===== src/rtl/tape_framer.sv =====
// Datatape framer: buffers host bytes in a FIFO and emits back-to-back fixed-length
// frames (SYNC0 SYNC1 SEQ LEN payload [CRC]). Define TAPE_FRAMER_CRC_EN to append a CRC-8 byte.
module tape_framer #(
   parameter int PAYLOAD_BYTES = 240,
   parameter int FIFO_DEPTH    = 512
) (
   input  logic                        clk_ntsc,
   input  logic                        rst,
   input  logic [7:0]                  in_data,
   input  logic                        in_valid,
   output logic                        in_ready,
   input  logic                        output_ready,
   output logic [7:0]                  data_out,
   output logic                        data_out_ready,
   output logic [$clog2(FIFO_DEPTH):0] fifo_level,
   output logic [7:0]                  seq_num
);
   localparam int          AW        = $clog2(FIFO_DEPTH);
   localparam logic [AW:0] DEPTH_LVL = (AW+1)'(FIFO_DEPTH);
   localparam logic [AW:0] PAY_LVL   = (AW+1)'(PAYLOAD_BYTES);
   localparam logic [7:0]  LAST_IDX  = 8'(PAYLOAD_BYTES - 1);
   localparam logic [7:0]  SYNC0     = 8'hA5;
   localparam logic [7:0]  SYNC1     = 8'h5A;

   typedef enum logic [2:0] {
      S_SYNC0, S_SYNC1, S_SEQ, S_LEN, S_PAY
`ifdef TAPE_FRAMER_CRC_EN
      , S_CRC
`endif
   } state_t;

   state_t        state, state_n;
   logic [7:0]    byte_n, len_q, len_n, pay_idx, idx_n, seq_n;
   logic [7:0]    mem [FIFO_DEPTH];
   logic [AW-1:0] wr_ptr, rd_ptr;
   logic [AW:0]   lvl_cap;
   logic          push, pop;

`ifdef TAPE_FRAMER_CRC_EN
   logic [7:0] crc_q, crc_n;

   function automatic logic [7:0] crc8_byte(input logic [7:0] crc, input logic [7:0] d);
      logic [7:0] c;
      c = crc ^ d;
      for (int i = 0; i < 8; i++) c = c[7] ? ((c << 1) ^ 8'h07) : (c << 1);
      return c;
   endfunction
`endif

   assign in_ready = !rst && (fifo_level < DEPTH_LVL);
   assign push     = in_valid && in_ready;
   assign lvl_cap  = (fifo_level > PAY_LVL) ? PAY_LVL : fifo_level;

   // Next-state / next-byte logic; the byte for the next state is loaded on each transfer.
   always_comb begin
      state_n = state;
      byte_n  = data_out;
      len_n   = len_q;
      idx_n   = pay_idx;
      seq_n   = seq_num;
      pop     = 1'b0;
`ifdef TAPE_FRAMER_CRC_EN
      crc_n   = crc_q;
`endif
      if (!data_out_ready) begin
         byte_n = SYNC0;
      end else if (output_ready) begin
         case (state)
            S_SYNC0: begin
               state_n = S_SYNC1;
               byte_n  = SYNC1;
            end
            S_SYNC1: begin
               state_n = S_SEQ;
               byte_n  = seq_num;
            end
            S_SEQ: begin
               state_n = S_LEN;
               len_n   = 8'(lvl_cap);
               byte_n  = len_n;
`ifdef TAPE_FRAMER_CRC_EN
               crc_n   = crc8_byte(8'h00, data_out);
`endif
            end
            S_LEN: begin
               state_n = S_PAY;
               idx_n   = 8'h00;
               pop     = (len_q != 8'h00);
               byte_n  = pop ? mem[rd_ptr] : 8'h00;
`ifdef TAPE_FRAMER_CRC_EN
               crc_n   = crc8_byte(crc_q, data_out);
`endif
            end
            S_PAY: begin
`ifdef TAPE_FRAMER_CRC_EN
               crc_n = crc8_byte(crc_q, data_out);
`endif
               if (pay_idx == LAST_IDX) begin
`ifdef TAPE_FRAMER_CRC_EN
                  state_n = S_CRC;
                  byte_n  = crc_n;
`else
                  state_n = S_SYNC0;
                  byte_n  = SYNC0;
                  seq_n   = seq_num + 8'd1;
`endif
               end else begin
                  idx_n  = pay_idx + 8'd1;
                  pop    = (idx_n < len_q);
                  byte_n = pop ? mem[rd_ptr] : 8'h00;
               end
            end
`ifdef TAPE_FRAMER_CRC_EN
            S_CRC: begin
               state_n = S_SYNC0;
               byte_n  = SYNC0;
               seq_n   = seq_num + 8'd1;
            end
`endif
            default: state_n = S_SYNC0;
         endcase
      end
   end

   always_ff @(posedge clk_ntsc) begin
      if (rst) begin
         state          <= S_SYNC0;
         data_out       <= 8'h00;
         data_out_ready <= 1'b0;
         seq_num        <= 8'h00;
         len_q          <= 8'h00;
         pay_idx        <= 8'h00;
         wr_ptr         <= '0;
         rd_ptr         <= '0;
         fifo_level     <= '0;
`ifdef TAPE_FRAMER_CRC_EN
         crc_q          <= 8'h00;
`endif
      end else begin
         state          <= state_n;
         data_out       <= byte_n;
         data_out_ready <= 1'b1;
         seq_num        <= seq_n;
         len_q          <= len_n;
         pay_idx        <= idx_n;
         if (push) wr_ptr <= wr_ptr + 1'b1;
         if (pop)  rd_ptr <= rd_ptr + 1'b1;
         fifo_level     <= fifo_level + (AW+1)'(push) - (AW+1)'(pop);
`ifdef TAPE_FRAMER_CRC_EN
         crc_q          <= crc_n;
`endif
      end
   end

   // Storage needs no reset; pointers and level define what is valid.
   always_ff @(posedge clk_ntsc) begin
      if (push) mem[wr_ptr] <= in_data;
   end

endmodule


===== config.mk =====
export PLATFORM = sky130hd
export DESIGN_NAME = tape_framer
export DESIGN_NICKNAME = d
export VERILOG_FILES = /design/src/rtl/tape_framer.sv
export SDC_FILE = /design/constraint.sdc
export NUM_CORES = 2
export LEC_CHECK = 0
export BUFFER_PORTS_ARGS = -buffer_cell sky130_fd_sc_hd__buf_4
export CAP_MARGIN = 40
export CORE_AREA = 2 2 487 972
export DETAILED_ROUTE_END_ITERATION = 10
export DIE_AREA = 0 0 489 974
export GPL_TIMING_DRIVEN = 1
export PLACE_DENSITY = 0.59
export SKIP_CTS_REPAIR_TIMING = 1
export SLEW_MARGIN = 20
export SYNTH_ARGS = -nofsm -noshare
export SYNTH_HDL_FRONTEND = slang
export SYNTH_SLANG_ARGS = --single-unit

===== constraint.sdc =====
create_clock -name clk_ntsc -period 5 [get_ports clk_ntsc]
set_input_delay 0.5 -clock clk_ntsc [delete_from_list [all_inputs] [get_ports clk_ntsc]]
set_output_delay 0.5 -clock clk_ntsc [all_outputs]
set_load 0.01 [all_outputs]

==> flow_summary.toml <==
[critical_path]
arrival_ps = 5570
critPathMaxFanout = 21
crit_path_end_kind = "flop"
critPathLaunchType = "flop"
worstPathRequired_ps = 5810
critical_path_class = "reg -> reg"

[logic_synthesis]
ys_types = 86
async_flop_share_pct = 0
ys.warnings.count = 0
syn-num-nets = 8357
avgSynthCellArea_um2 = 19.7
synth_cells = 8316
synth_area_mm2 = 0.163
synth_edf_count = 4096
ys_ff_latch = 4169
synth_ff_type = "edfxtp_1"
ys_seq_area_share_pct = 76.1

[grt]
grt_pass1_wl_um = 731000
antenna_found_initial = 20
grt_max_degree = 150
grt_usage_pct = 22.1
grt_pass1_vias = 89500
overflow = 0

[layout]
utilization_pct = 39.9
area_growth_pct = 14.4
postLayoutCellArea_mm2 = 0.187
final_common_cell = "edfxtp_1"
stdcell_count = 15500
fin_nets = 9001
mostFrequentLayoutCells = "edfxtp_1, mux4_2, buf_4"
drive_gt1_share_pct = 23.7

[placed_design]
gp_congestion = 0.943
hpwl_um = 363000
dpl.cell_count = 14800
place.port_buffers = 39
placed_area_mm2 = 0.175

[sta]
relSlewSlack_pct = 19.5
worst_pin_slew_ps = 1210
skew_ps = 78.6
min_period_over_period_pct = 95.2
rsz0062_at_grt = "false"
fmax_mhz = 210
maxSlewViolCount = 0
min_period_ps = 4760
whs_ps = -19.8
finalHoldViolCount = 7
setup_violations = 0

[routing]
ant_nets = 0
drc_errors = 0
drt_iter0_drc = 10600
routed_wl_um = 537000
wl_per_cell_um = 34.6
vias = 87900
drtPass1Iterations = 5
viasPerCell = 5.67

[die]
dieHeight_um = 974
die_x_um = 489
initial_core_util_pct = 34.8
rows = 356
core_area_mm2 = 0.469
pin_count = 40
dieArea_mm2 = 0.476

[power]
power_density_mw_per_mm2 = 357
p_leak_nw = 56.0
ir_worst_vdd_mv = 0.267

[clock_network]
root_buffer = "clkbuf_16"
cts_buffers = 327
htree_levels = 5
path_clk_slew_ps = 80
cts_tree = "built"
cts.sinks = 4169
clock_latency_ps = 990
clockBufferDepth = 4

[status]
status = "finished with violations"
violations = "hold timing"

[hold_path]
holdCritPathClass = "in -> reg"

[job]
maxCapViolCount = 0
## sequential cells by signal, summed over array words and instances, names as in the netlist, named ones only
signal,count
mem,4096
pay_idx,8
data_out,8
data_out_ready,1
wr_ptr,9
seq_num,8
fifo_level,10
rd_ptr,9
len_q,8
state,3
## kinds of logic after synthesis
group / after synthesis / synth area share [%]
compound gates: 938 / 4.00
simple gates: 1227 / 3.26
flops: 4169 / 76.1
mux: 1366 / 14.2
buf+inv: 555 / 1.99
xor+xnor: 32 / 0.171
fa+ha+maj: 29 / 0.227
## layout make-up
type	instances	area, um^2
clock buffers	379	8470
diodes	22	55.1
multi-input cells	3592	36100
inverters	40	165
well taps	6265	7840
flip-flops and latches	4169	124000
clock inverters	213	2260
repair buffers	830	7570
fillers	41500	282000
## cells in the mapped netlist (51+ instances only)
library cell / instances / area share [%]
edfxtp_1: 4096 / 75
mux4_2: 760 / 10
nor2_1: 658 / 1.5
mux2i_1: 581 / 3.6
clkbuf_1: 239 / 0.55
nand2_1: 221 / 0.51
a21oi_1: 171 / 0.52
o221ai_1: 168 / 0.90
o22ai_1: 152 / 0.58
a22oi_1: 101 / 0.46
buf_2: 92 / 0.28
nor3_1: 92 / 0.28
buf_6: 87 / 0.60
o21ai_0: 87 / 0.27
nand3_1: 78 / 0.24
dfxtp_1: 73 / 0.89
buf_4: 51 / 0.23
## metrics by stage
step	setup slack (ps)	hold WS [ps]	total power, W	TNS, ps
after global placement	-143	462	0.0404	-143
after CTS	132	-179	0.0669	0
after global routing	35.5	7.01	0.0682	0
after detailed placement	139	471	0.0405	0
final	238	-19.8	0.0667	0
after floorplan	465	441	0.0395	0
## routing by layer
metal	vias to the layer above	track usage, %	share of wire, %
met5	-	0	0.0054
met2	4384	38.6	51
met3	1307	3.13	6.5
met4	4	19.2	10
li1	35400	-	-
met1	46800	23.1	32
## power breakdown
part / switching [W] / total (W) / internal, W
logic: 0.00102 / 0.00131 / 0.000296
clock network: 0.0127 / 0.0270 / 0.0142
registers: 0.0000641 / 0.0384 / 0.0384
total: 0.0138 / 0.0667 / 0.0529
## worst max-delay path, cell delays in order (launching register included)
cell      delay, ps
dfxtp_4         850
or2_4           750
buf_4           410
o221ai_1        290
o221ai_1        480
nand4_1         830
nand4_1         370
nor3_1           80
nand3_1         320
o32ai_1         150
## path summary, 6_finish.rpt
| kind | start | slack [ps] | depth (start not counted) | end |
|---|---|---|---|---|
| hold reg to reg | pay_idx[0]$_SDFFE_PP0P_ | 470 | 1 | pay_idx[0]$_SDFFE_PP0P_ |
| hold / removal | in_data[1] | -20 | 1 | mem[357][1]$_DFFE_PP_ |
| setup reg to reg | flop | 240 | 9 | data_out[4]$_SDFFE_PP0P_ |
| setup / recovery | flop | 240 | 9 | data_out[4]$_SDFFE_PP0P_ |
Power figures use the tool's default switching activity.
